===== config.mk =====
export PLATFORM = sky130hd
export DESIGN_NAME = muldiv_unit
export DESIGN_NICKNAME = d
export VERILOG_FILES = /design/src/rtl/muldiv_unit.sv
export SDC_FILE = /design/constraint.sdc
export NUM_CORES = 1
export LEC_CHECK = 0
export BUFFER_PORTS_ARGS = -buffer_cell sky130_fd_sc_hd__buf_2
export CAP_MARGIN = 15
export CELL_PAD_IN_SITES_DETAIL_PLACEMENT = 1
export CELL_PAD_IN_SITES_GLOBAL_PLACEMENT = 1
export CORE_MARGIN = 2
export CORE_UTILIZATION = 46
export CTS_CLUSTER_DIAMETER = 100
export DETAILED_ROUTE_END_ITERATION = 7
export PLACE_DENSITY = 0.84
export SETUP_SLACK_MARGIN = 0.5
export SYNTH_ARGS = -nofsm -noshare
export SYNTH_HDL_FRONTEND = slang
export SYNTH_SLANG_ARGS = --single-unit

===== constraint.sdc =====
create_clock -name Clk -period 5.7 [get_ports Clk]
set_input_delay 1.71 -clock Clk [delete_from_list [all_inputs] [get_ports Clk]]
set_output_delay 1.71 -clock Clk [all_outputs]
set_load 0.05 [all_outputs]

===== src/rtl/muldiv_unit.sv =====
// Iterative MIPS multiply/divide unit with HI/LO registers (MULT, MULTU, DIV, DIVU, MTHI, MTLO).
// Optional feature macro: MULDIV_DIVZERO_EN adds the DivZero output pulse.
module muldiv_unit #(
    parameter int WIDTH = 32
) (
    input  logic             Clk,
    input  logic             Reset_n,
    input  logic [WIDTH-1:0] Operand1,
    input  logic [WIDTH-1:0] Operand2,
    input  logic             Start,
    input  logic [1:0]       Op,
    input  logic [WIDTH-1:0] WriteData,
    input  logic             WriteHi,
    input  logic             WriteLo,
    output logic             Busy,
    output logic             Done,
    output logic [WIDTH-1:0] Hi,
    output logic [WIDTH-1:0] Lo
`ifdef MULDIV_DIVZERO_EN
    ,
    output logic             DivZero
`endif
);

    localparam int CNT_W = $clog2(WIDTH);
    localparam logic [CNT_W-1:0] LAST = CNT_W'(WIDTH - 1);

    typedef enum logic [1:0] {IDLE, RUN, FIX} state_t;

    state_t            state, state_nxt;
    logic [CNT_W-1:0]  count;
    logic [WIDTH-1:0]  acc_hi, acc_lo, oper_b, op1_raw;
    logic              is_div, neg_q, neg_r, div_zero;

    function automatic logic [WIDTH-1:0] cond_neg(input logic neg, input logic [WIDTH-1:0] v);
        return neg ? -v : v;
    endfunction

    function automatic logic [2*WIDTH-1:0] cond_neg_wide(input logic neg, input logic [2*WIDTH-1:0] v);
        return neg ? -v : v;
    endfunction

    // Operand conditioning at the Start edge: signed ops work on magnitudes.
    logic signed [WIDTH-1:0] opa_s, opb_s;
    logic                    sign1, sign2;
    logic [WIDTH-1:0]        mag1, mag2;

    assign opa_s = Operand1;
    assign opb_s = Operand2;
    assign sign1 = ~Op[0] & (opa_s < 0);
    assign sign2 = ~Op[0] & (opb_s < 0);
    assign mag1  = cond_neg(sign1, Operand1);
    assign mag2  = cond_neg(sign2, Operand2);

    // One iteration step: shift-add for MUL, restoring shift-subtract for DIV.
    logic [WIDTH:0]   mul_sum;
    logic [WIDTH:0]   div_shift;
    logic [WIDTH-1:0] div_diff;
    logic             div_ok;

    assign mul_sum   = {1'b0, acc_hi} + (acc_lo[0] ? {1'b0, oper_b} : '0);
    assign div_shift = {acc_hi, acc_lo[WIDTH-1]};
    assign div_ok    = (div_shift >= {1'b0, oper_b});
    assign div_diff  = div_shift[WIDTH-1:0] - oper_b;

    always_comb begin
        state_nxt = state;
        case (state)
            IDLE:    if (Start) state_nxt = RUN;
            RUN:     if (count == LAST) state_nxt = FIX;
            FIX:     state_nxt = IDLE;
            default: state_nxt = IDLE;
        endcase
    end

    assign Busy = (state != IDLE);

    always_ff @(posedge Clk or negedge Reset_n) begin
        if (!Reset_n) begin
            state <= IDLE;
            count <= '0;
            Done  <= 1'b0;
            Hi    <= '0;
            Lo    <= '0;
        end else begin
            state <= state_nxt;
            Done  <= (state == FIX);
            if (state == IDLE) count <= '0;
            else if (state == RUN) count <= count + 1'b1;

            if (state == FIX) begin
                if (is_div) begin
                    // Divide by zero leaves the raw dividend in HI, no sign fix-up.
                    Lo <= div_zero ? '1 : cond_neg(neg_q, acc_lo);
                    Hi <= div_zero ? op1_raw : cond_neg(neg_r, acc_hi);
                end else begin
                    {Hi, Lo} <= cond_neg_wide(neg_q, {acc_hi, acc_lo});
                end
            end else if (state == IDLE && !Start) begin
                if (WriteHi) Hi <= WriteData;
                if (WriteLo) Lo <= WriteData;
            end
        end
    end

    always_ff @(posedge Clk) begin
        case (state)
            IDLE: begin
                if (Start) begin
                    is_div   <= Op[1];
                    neg_q    <= sign1 ^ sign2;
                    neg_r    <= sign1;
                    div_zero <= Op[1] & (Operand2 == '0);
                    op1_raw  <= Operand1;
                    acc_hi   <= '0;
                    acc_lo   <= Op[1] ? mag1 : mag2;
                    oper_b   <= Op[1] ? mag2 : mag1;
                end
            end
            RUN: begin
                if (is_div) begin
                    acc_hi <= div_ok ? div_diff : div_shift[WIDTH-1:0];
                    acc_lo <= {acc_lo[WIDTH-2:0], div_ok};
                end else begin
                    acc_hi <= mul_sum[WIDTH:1];
                    acc_lo <= {mul_sum[0], acc_lo[WIDTH-1:1]};
                end
            end
            default: ;
        endcase
    end

`ifdef MULDIV_DIVZERO_EN
    always_ff @(posedge Clk or negedge Reset_n) begin
        if (!Reset_n) DivZero <= 1'b0;
        else          DivZero <= (state == FIX) & is_div & div_zero;
    end
`endif

endmodule

After elaboration in Yosys (flattened, before gate mapping)
Index checks and enable logic that the tools add are counted.
{"block": "totals", "latchBits": 0, "mem_bits_rw": 0, "register_bits": 204, "mem_bits_ro": 0, "out_inout_bits": 66, "mem_count": 0, "wordCells": 78, "in_bits": 103}
{"block": "classes", "mux": 30, "order_cmp": 3, "div": 0, "n_mul": 0, "bitwise_logic": 5, "add_sub_neg": 8, "n_reduce_logical": 14, "n_shift": 0, "eq_ne": 5}
{"cell": "$mux W32", "n": 22}
{"cell": "$neg A32 Y32", "n": 4}
{"cell": "$pmux W32 S2", "n": 2}
{"cell": "$lt A32 B1 Y1 const B", "n": 2}
{"cell": "$mux W64", "n": 1}
{"cell": "$neg A64 Y64", "n": 1}
{"cell": "$add A32 B32 Y33", "n": 1}
{"cell": "$ge A33 B32 Y1", "n": 1}
{"cell": "$logic_not A32 Y1", "n": 1}
{"cell": "$sub A32 B32 Y32", "n": 1}
{"cell": "$mux W5", "n": 2}
{"cell": "$reduce_and A2 Y1", "n": 5}
{"cell": "$reduce_bool A2 Y1", "n": 5}
{"cell": "$add A5 B1 Y5 const B", "n": 1}
{"cell": "$eq A5 B5 Y1 const B", "n": 1}
{"cell": "$mux W2", "n": 2}
{"cell": "$ne A2 B2 Y1 const B", "n": 2}
{"cell": "$pmux W2 S2", "n": 1}
{"cell": "$and A1 B1 Y1", "n": 3}
{"cell": "$eq A2 B1 Y1 const B", "n": 1}
{"cell": "$eq A2 B2 Y1 const B", "n": 1}
{"cell": "$logic_not A2 Y1", "n": 1}
{"cell": "$logic_and A1 B1 Y1", "n": 1}
{"cell": "$logic_not A1 Y1", "n": 1}
{"cell": "other kinds (2)", "n": 2}

Logic depth before layout (Yosys ltp)
Gate-level depths: netlist of the first run.
{"block": "logic_depth", "depth_word": 6, "depth_mapped": 14, "depth_no_buf": 12}

Least setup slack after synthesis of the first run
Ideal clock, no wire load.
{"block": "synth_path", "path_type": "input to register", "from": "in Start", "to": "reg div_zero (enable)", "path_buffers": 0, "setup_time_ps": 495, "t_arrival_ps": 4583, "required_ps": 5205, "cell_stages": 2, "path_slack_ps": 622, "cell_sequence": "inv_1 > nor2_1"}
{"block": "synth_between", "elab_chain_len": 1}
{"element": "from (decl)", "line_no": "10", "source": "input logic Start,"}
{"element": "$reduce_and A2 Y1 (no line)"}
{"element": "to (signal assigned)", "line_no": "113", "source": "div_zero <= Op[1] & (Operand2 == '0);"}
{"element": "to (decl)", "line_no": "33", "source": "logic is_div, neg_q, neg_r, div_zero;"}
No other way between the ends.
A chain may end at the register's enable or synchronous reset.

Worst setup path after layout of the first run
{"block": "layout_path", "from": "reg acc_lo[31]", "to": "reg acc_hi[26], data pin"}
{"block": "layout_between", "elab_chain_len": 4, "elab_cells_between_ends": 5, "cone_classes": "add/sub (1); order compare (1); mux (3)"}
{"element": "from (decl)", "line_no": "32", "source": "logic [WIDTH-1:0] acc_hi, acc_lo, oper_b, op1_raw;"}
{"element": "from (signal assigned)", "line_no": "116", "source": "acc_lo <= Op[1] ? mag1 : mag2;"}
{"element": "from (signal assigned)", "line_no": "123", "source": "acc_lo <= {acc_lo[WIDTH-2:0], div_ok};"}
{"element": "from (signal assigned)", "line_no": "126", "source": "acc_lo <= {mul_sum[0], acc_lo[WIDTH-1:1]};"}
{"element": "$sub A32 B32 Y32 or $ge A33 B32 Y1 (tied branches)", "line_no": "64, 63"}
{"element": "$mux W32 *", "line_no": "122", "source": "acc_hi <= div_ok ? div_diff : div_shift[WIDTH-1:0];"}
{"element": "$mux W32 *", "line_no": "121", "source": "if (is_div) begin"}
{"element": "$pmux W32 S2 *", "line_no": "107", "source": "case (state)"}
{"element": "to (signal assigned)", "line_no": "122"}
{"element": "to (signal assigned)", "line_no": "125", "source": "acc_hi <= mul_sum[WIDTH:1];"}
{"element": "to (decl)", "line_no": "32"}
Every way passes the cells marked *; elsewhere a longest branch is shown, timed or not.

==> summary.txt, run 1 <==
Pwr
  – Portion of total power attributed to combinational logic: roughly 52%
  – Maximum ir drop on the vdd rail: 0.329 mV
  – Clk network pwr share: around 17%
  – Sw power: ~4.7 mW
  – Switching fraction of total power: about half
  – Total leakage power: around 7.7 nW
  – Internal Dissipation: 4.79 mW
  – Total power: 9.49 mW
  – Power per Cell Area: a little over 500 mW/mm^2
  – Share of total power in sequential cells: 31.0%

Logic synthesis
  – Number of synthesized register bits: ~200
  – Count of synthesis-stage warnings from yosys: 0
  – Mean instance size in the synthesized netlist: around 8.6 sq um
  – Prevailing post-synth register cell: sky130_fd_sc_hd__edfxtp_1
  – Syn_nets: around 2100
  – Sequential-to-total area share from yosys stat: between 30% and 40%
  – Cell area after technology mapping: about 0.017 sq mm
  – EDFF count, synth: ~130
  – Ys async rst share: a little over a third
  – Number of library cell types mapped by synthesis: between 70 and 80
  – Number of instances in the synthesized netlist: about 1900

Timing
  – Setup-failing EPs final: 0
  – Worst slew slack as a fraction of its limit: 32.3%
  – Setup repair after global routing missed its margin: no
  – Hold Slack: 0.521 ns
  – Worst-Margin Slew: 1.01 ns
  – Final hold viol count: 0
  – Max frequency: about 230 MHz
  – Post-route setup TNS: 0 ns
  – Shortest clock period the worst path allows after layout: around 4.4 ns
  – Worst-case clock skew: between 0.02 and 0.03 ns
  – Number of max-slew violations in the final report: 0
  – Fin crit share: between 70 and 80%

Clock network
  – Number of H-tree levels: 1
  – Clock insertion delay at the later pin of the skew report: 0.56 ns
  – CTS Root Cell: sky130_fd_sc_hd__clkbuf_16
  – Maximum clock path buffer count: 3
  – Clock-pin slew of the registers on the worst-case setup and hold paths: 0.06 ns
  – TritonCTS clock tree: built
  – Num Clock Sinks: ~200
  – Post-CTS setup-driven buffer insertion count: 0
  – Total of hold buffers inserted after clock tree synthesis: 0
  – TritonCTS buffer count: 26
  – Cts repair resizes: 0

Detailed routing
  – Via count of the routed design: between 15000 and 20000
  – Routed WL per cell: 27.3 um
  – Remaining design rule violation count: 0
  – Post-DRT Antenna Nets: 0
  – DRT iter0 DRCs: between 1500 and 2000
  – Post-Route WL: 68.3 mm
  – Vias per Instance: around 6.6
  – Number of detailed-route iterations in the first pass: 6

Run status
  – Status: finished clean

Setup path
  – Critical path, cell by cell: inv_1 -> ha_1 -> fa_1 -> nor2b_1 -> o31ai_1 -> a21oi_1 -> a221oi_1 -> o31ai_1 -> a211oi_1 -> xor2_1 -> nor3_1 -> o221a_2
  – Cell type group with the largest total delay on the critical path: compound AO/OA/AOI/OAI gates
  – CP bufs+invs: 1
  – Critical path endpoint category: flip-flop
  – Biggest cell delay along the critical path: between 0.7 and 0.8 ns
  – Largest driver fanout on the critical path: 4
  – Cell at the slowest stage of the critical path: sky130_fd_sc_hd__o31ai_1
  – Critical path's most frequent cell: sky130_fd_sc_hd__o31ai_1
  – Type of the worst setup path: reg -> reg
  – CP arrival: around 4.7 ns
  – Critical Path Source Type: flip-flop
  – Required arrival time at the worst endpoint: 5.99 ns

Floorplanning
  – Core region area: roughly 0.035 sq mm
  – I/O pin total: approximately 170
  – Die outline width: 193 um
  – Initial Utilization: between 40% and 50%
  – Placement row count: 69
  – Die H: 193 um
  – Total Die Area: approximately 0.037 sq mm

Placement
  – Final HPWL DP: approximately 52 mm
  – Final RePlAce weighted congestion: about 0.95
  – Count of buffers from port buffering: approximately 170
  – Inst Count DP: 2449

Global routing
  – Antenna violations before repair: 4
  – Global-route wire length before repair: between 100 and 150 mm
  – Final global-route overflow total: 0
  – Total GRT Usage: between 30% and 40%
  – Pin count of the biggest net entering global routing: 73
  – Via count of the first global-routing pass: between 15000 and 20000

Cells and area
  – Layout cells sized above 1: a little over an eighth
  – Final Net Count: around 2200
  – P&R area growth vs syn: 12.2%
  – Fill cells: 4246
  – Post-Layout Cell Count: between 2000 and 3000

Hold path
  – Hold Path Class: reg -> reg

Job
  – Max Cap Violations: 0
[cells in the mapped netlist, types with 11 or more instances]
master	count	area, sq um
sky130_fd_sc_hd__nor4_1	13	81.3
sky130_fd_sc_hd__or2_2	11	68.8
sky130_fd_sc_hd__nor3_1	34	170
sky130_fd_sc_hd__nor2b_1	17	106
sky130_fd_sc_hd__o31ai_1	28	210
sky130_fd_sc_hd__inv_1	58	218
sky130_fd_sc_hd__xnor2_1	75	657
sky130_fd_sc_hd__o21ai_0	153	766
sky130_fd_sc_hd__a32oi_1	31	272
sky130_fd_sc_hd__a221oi_1	16	140
sky130_fd_sc_hd__nor2_1	148	556
sky130_fd_sc_hd__a21o_1	25	188
sky130_fd_sc_hd__a211oi_1	16	120
sky130_fd_sc_hd__nand2b_1	20	125
sky130_fd_sc_hd__a31oi_1	18	113
sky130_fd_sc_hd__nand3_1	45	225
sky130_fd_sc_hd__nand4_1	12	75.1
sky130_fd_sc_hd__clkbuf_1	98	368
sky130_fd_sc_hd__o22ai_1	14	87.6
sky130_fd_sc_hd__xor2_1	106	928
sky130_fd_sc_hd__edfxtp_1	132	3960
sky130_fd_sc_hd__or3_1	13	81.3
sky130_fd_sc_hd__o41ai_1	13	114
sky130_fd_sc_hd__or4_1	15	113
sky130_fd_sc_hd__nand2_1	234	878
sky130_fd_sc_hd__a21oi_1	153	766
sky130_fd_sc_hd__o211ai_1	19	143
sky130_fd_sc_hd__dfrtp_1	72	1800
sky130_fd_sc_hd__ha_1	70	876
sky130_fd_sc_hd__buf_1	13	48.8
sky130_fd_sc_hd__mux2i_1	105	1050
[flip-flops by register name, summed over array words and instances, names as in the netlist]
signal and flops:
Done 1, Hi 32, Lo 32, acc_hi 32
acc_lo 32, count 5, div_zero 1, is_div 1
neg_q 1, neg_r 1, op1_raw 32, oper_b 32
state 2
[power groups by stage]
stage	sequential, mW	combinational [mW]	clock (mW)
2_1_floorplan	2.95	3.13	0
3_3_place_gp	2.88	4.67	0
3_5_place_dp	2.91	4.82	0
4_1_cts	2.90	4.87	1.57
5_1_grt	2.97	5.34	1.62
6_report	2.94	4.97	1.58
[worst register-to-register path, stage by stage, from the launching register on]
cell	delay (ns)
sky130_fd_sc_hd__edfxtp_1	0.54
sky130_fd_sc_hd__inv_1	0.27
sky130_fd_sc_hd__ha_1	0.31
sky130_fd_sc_hd__fa_1	0.45
sky130_fd_sc_hd__nor2b_1	0.18
sky130_fd_sc_hd__o31ai_1	0.10
sky130_fd_sc_hd__a21oi_1	0.37
sky130_fd_sc_hd__a221oi_1	0.27
sky130_fd_sc_hd__o31ai_1	0.79
sky130_fd_sc_hd__a211oi_1	0.20
sky130_fd_sc_hd__xor2_1	0.27
sky130_fd_sc_hd__nor3_1	0.08
sky130_fd_sc_hd__o221a_2	0.32
[metrics by stage]
stage / instance area, sq um / worst slack [ns] / util (%)
after detailed placement: 17700 / 1.06 / 49.8
after global routing: 18500 / 1.20 / 52.2
after global placement: 17700 / 1.16 / 49.8
final: 18500 / 1.28 / 52.2
after CTS: 18500 / 1.42 / 52.0
after floorplan: 16500 / 0.622 / -
[final timing paths]
check,from,end,slack (ns),depth (start not counted)
min in group asynchronous,Reset_n,Lo[13],1.32,1
min reg2reg,count[4],count[4],0.52,1
max in group asynchronous,Reset_n,Hi[5],3.71,1
max reg2reg,acc_lo[31],acc_hi[26],1.28,12
min,count[4],count[4],0.52,1
max,acc_lo[31],acc_hi[26],1.28,12
[area by class of cell]
type                       instances  area, sq um  share of cell area [%]
sequential                       204         5770                    31.1
antenna                            3         7.51                  0.0405
multi-input combinational       1532        10100                    54.4
timing repair buffer             194         1080                    5.82
clock inverter                    11         65.1                   0.351
inverter                          60          225                    1.22
clock buffer                      36          728                    3.93
tap                              461          577                    3.11
[cell families (layout without fill, tap and decap cells)]
kind of cell               count (synthesis)  after routing  synth area share, %
buffers and inverters                    179            301                 4.24
adders and majority gates                 72             72                 5.55
muxes                                    112            112                 6.84
DFF                                      204            204                 34.9
other                                      0              3                    0
AOI/OAI and AO/OA                        559            559                 21.5
xor gates and xnor gates                 181            181                 9.60
and+or+nand+nor                          608            608                 17.4
[placed cells by master (no fill, tap or decap), types with 11 or more instances in the layout]
master	netlist	routed
sky130_fd_sc_hd__a211oi_1	16	16
sky130_fd_sc_hd__a21o_1	25	25
sky130_fd_sc_hd__a21oi_1	153	152
sky130_fd_sc_hd__a221oi_1	16	16
sky130_fd_sc_hd__a31oi_1	18	18
sky130_fd_sc_hd__a32oi_1	31	31
sky130_fd_sc_hd__buf_2	5	167
sky130_fd_sc_hd__buf_4	0	25
sky130_fd_sc_hd__clkbuf_16	0	26
sky130_fd_sc_hd__dfrtp_1	72	72
sky130_fd_sc_hd__edfxtp_1	132	132
sky130_fd_sc_hd__ha_1	70	70
sky130_fd_sc_hd__inv_1	58	58
sky130_fd_sc_hd__mux2i_1	105	105
sky130_fd_sc_hd__nand2_1	234	234
sky130_fd_sc_hd__nand2b_1	20	19
sky130_fd_sc_hd__nand3_1	45	45
sky130_fd_sc_hd__nand4_1	12	12
sky130_fd_sc_hd__nor2_1	148	145
sky130_fd_sc_hd__nor2b_1	17	16
sky130_fd_sc_hd__nor3_1	34	34
sky130_fd_sc_hd__nor4_1	13	13
sky130_fd_sc_hd__o211ai_1	19	19
sky130_fd_sc_hd__o21ai_0	153	153
sky130_fd_sc_hd__o22ai_1	14	14
sky130_fd_sc_hd__o31ai_1	28	28
sky130_fd_sc_hd__o41ai_1	13	13
sky130_fd_sc_hd__or2_2	11	11
sky130_fd_sc_hd__or3_1	13	13
sky130_fd_sc_hd__or4_1	15	15
sky130_fd_sc_hd__xnor2_1	75	75
sky130_fd_sc_hd__xor2_1	106	106
[per-layer routing]
| metal | wire length (um) | GRT usage (%) | vias to the layer above | share of wire (%) |
|---|---|---|---|---|
| met1 | 27100 | 45.7 | 8178 | 40 |
| li1 | - | - | 7252 | - |
| met2 | 30700 | 56.1 | 920 | 45 |
| met3 | 6060 | 6.43 | 248 | 8.9 |
| met4 | 4290 | 18.8 | 4 | 6.3 |
| met5 | 25 | 0 | - | 0.037 |
(Power assumes the default switching activity.)
==> run 2, diff against run 1 <==
==> constraint.sdc (replaced) <==
create_clock -name Clk -period 4.6 [get_ports Clk]
set_input_delay 1.38 -clock Clk [delete_from_list [all_inputs] [get_ports Clk]]
set_output_delay 1.38 -clock Clk [all_outputs]
set_load 0.05 [all_outputs]
==> run 2 against run 1 <==
Effect of this change:
- flip-flop and latch count unchanged
- combinational power increased by 28%
- clock skew fell by 0.0065 ns
- global-route usage is 0.53 points lower
- register-to-register slack worse by 0.62 ns
- critical path depth fell by 3
- sequential share of layout area shrank 0.23 points
- highest routed layer unchanged
==> summary.txt, run 2 (synthesis gave the netlist of run 1 again) <==
Floorplanning
  – Total Die Area: 0.0374 sq mm
  – Initial Utilization: between 40% and 50%
  – Core region area: between 0.03 and 0.04 sq mm
  – Die H: roughly 190 um
  – I/O pin total: around 170
  – Die outline width: 193 um
  – Placement row count: 69

Timing
  – Worst-case clock skew: between 0.02 and 0.025 ns
  – Final hold viol count: 0
  – Shortest clock period the worst path allows after layout: 3.99 ns
  – Max frequency: 251 MHz
  – Setup-failing EPs final: 0
  – Setup repair after global routing missed its margin: no
  – Post-route setup TNS: 0 ns
  – Number of max-slew violations in the final report: 0
  – Worst-Margin Slew: roughly 1.0 ns
  – Worst slew slack as a fraction of its limit: 30.8%
  – Fin crit share: between 80% and 90%
  – Hold Slack: ~0.54 ns

Clock network
  – TritonCTS clock tree: built
  – Clock-pin slew of the registers on the worst-case setup and hold paths: 0.06 ns
  – TritonCTS buffer count: 26
  – CTS Root Cell: sky130_fd_sc_hd__clkbuf_16
  – Maximum clock path buffer count: 3
  – Num Clock Sinks: 204
  – Clock insertion delay at the later pin of the skew report: about 0.55 ns
  – Number of H-tree levels: 1

Pwr
  – Switching fraction of total power: roughly 49%
  – Share of total power in sequential cells: between 20% and 30%
  – Maximum ir drop on the vdd rail: 0.315 mV
  – Portion of total power attributed to combinational logic: between 50% and 60%
  – Sw power: 5.81 mW
  – Power per Cell Area: 638 mW/mm^2
  – Total leakage power: between 7 and 8 nW
  – Clk network pwr share: around 17%
  – Internal Dissipation: around 6.1 mW

Detailed routing
  – Post-Route WL: roughly 67 mm
  – Via count of the routed design: between 15000 and 20000
  – DRT iter0 DRCs: 1850
  – Number of detailed-route iterations in the first pass: 5
  – Remaining design rule violation count: 0
  – Post-DRT Antenna Nets: 0
  – Vias per Instance: between 6 and 7
  – Routed WL per cell: around 27 um

Cells and area
  – P&R area growth vs syn: 13.0%
  – Final Net Count: approximately 2200
  – Most common cell after layout, fill and taps aside: sky130_fd_sc_hd__nand2_1
  – Post-Layout Cell Count: about 2500
  – Layout cells sized above 1: about 14%
  – Final core area utilization: around 53%
  – Highest-count cells in the layout ignoring fill and taps: 234 x sky130_fd_sc_hd__nand2_1, 167 x sky130_fd_sc_hd__buf_2, 152 x sky130_fd_sc_hd__a21oi_1, 152 x sky130_fd_sc_hd__o21ai_0, 145 x sky130_fd_sc_hd__nor2_1

Setup path
  – Largest driver fanout on the critical path: 5
  – Cell type group with the largest total delay on the critical path: simple AND/OR/NAND/NOR gates
  – Critical path endpoint category: flip-flop
  – Flop2flop setup slack: 0.66 ns
  – CP bufs+invs: 1
  – Cell at the slowest stage of the critical path: sky130_fd_sc_hd__nor4_1
  – Critical Path Source Type: primary input
  – CP arrival: between 4 and 5 ns
  – Critical path, cell by cell: buf_2 -> nor4_1 -> nand4b_1 -> or3_1 -> nor4_2 -> nand2_1 -> o41ai_1 -> xor2_1 -> a221oi_1
  – Required arrival time at the worst endpoint: 4.85 ns
  – Type of the worst setup path: in -> reg
  – Biggest cell delay along the critical path: ~0.54 ns

Job
  – Max Cap Violations: 0

Placement
  – Final HPWL DP: approximately 51 mm
  – Inst Count DP: 2467
  – Count of buffers from port buffering: about 170
  – Final RePlAce weighted congestion: slightly below 1

Global routing
  – Via count of the first global-routing pass: ~17000
  – Global-route wire length before repair: a little over 100 mm
  – Pin count of the biggest net entering global routing: 73
  – Antenna violations before repair: 4
  – Final global-route overflow total: 0
  – Total GRT Usage: between 30% and 40%

Run status
  – Status: finished clean

Hold path
  – Hold Path Class: reg -> reg
run 2: cell count changes in the layout (fill, tap and decap cells not counted), sizes merged:
cell	before	now
buf	194	213
bufinv	0	1
inv	58	62
diode	3	1
clkinv	12	5
clkbuf	36	37
run 2: repair_timing:
action	CTS	global route
buffers inserted	0	3
gates resized for setup	0	2
hold buffers	0	0
setup endpoints to repair	0	7
endpoints found under the hold margin	0	0
run 2: final cells by class:
class                           count  area [sq um]
Fill cell                        4250         16800
Multi-Input combinational cell   1532         10100
Sequential cell                   204          5770
Timing Repair Buffer              213          1190
Clock buffer                       37           733
Tap cell                          461           577
Inverter                           60           225
Clock inverter                      9          78.8
Antenna cell                        1          2.50
run 2: per-layer routing:
metal	track usage (%)	up-vias	part of all wire, %
met3	6.62	218	9.8
li1	-	7285	-
met5	0	-	0.016
met4	19.0	2	6.0
met1	45.4	8166	39
met2	54.4	914	45
run 2: worst reg2reg max path: cells and delay by family (launching register included):
kind / cells / cell delay (ns)
simple gates: 3 / 0.35
xor+xnor: 1 / 0.32
fa+ha+maj: 1 / 0.34
buf+inv: 1 / 0.20
compound gates: 6 / 1.92
flops: 1 / 0.53
run 2: power groups by stage:
stage	clock [mW]	combinational (mW)	sequential [mW]
6_report	2.02	6.34	3.56
5_1_grt	2.08	6.83	3.59
4_1_cts	2.01	6.20	3.51
3_5_place_dp	0	6.15	3.54
3_3_place_gp	0	5.94	3.49
2_1_floorplan	0	3.88	3.65
run 2: through the flow:
stage | setup WS [ns] | power (mW) | cell area (sq um)
4_1_cts | 0.679 | 11.7 | 18600
3_3_place_gp | 0.375 | 9.42 | 17800
3_5_place_dp | 0.137 | 9.69 | 17800
6_report | 0.615 | 11.9 | 18700
5_1_grt | 0.508 | 12.5 | 18700
2_1_floorplan | 0.764 | 7.54 | 16500
run 2: final timing paths:
path                       cells after the start        start          to
max                                            9  Operand2[4]  acc_lo[29]
min                                            1     count[4]    count[4]
max reg2reg                                   12    acc_lo[0]  acc_hi[24]
min reg2reg                                    1     count[4]    count[4]
max in group asynchronous                      1      Reset_n       Hi[5]
min in group asynchronous                      1      Reset_n       Lo[9]
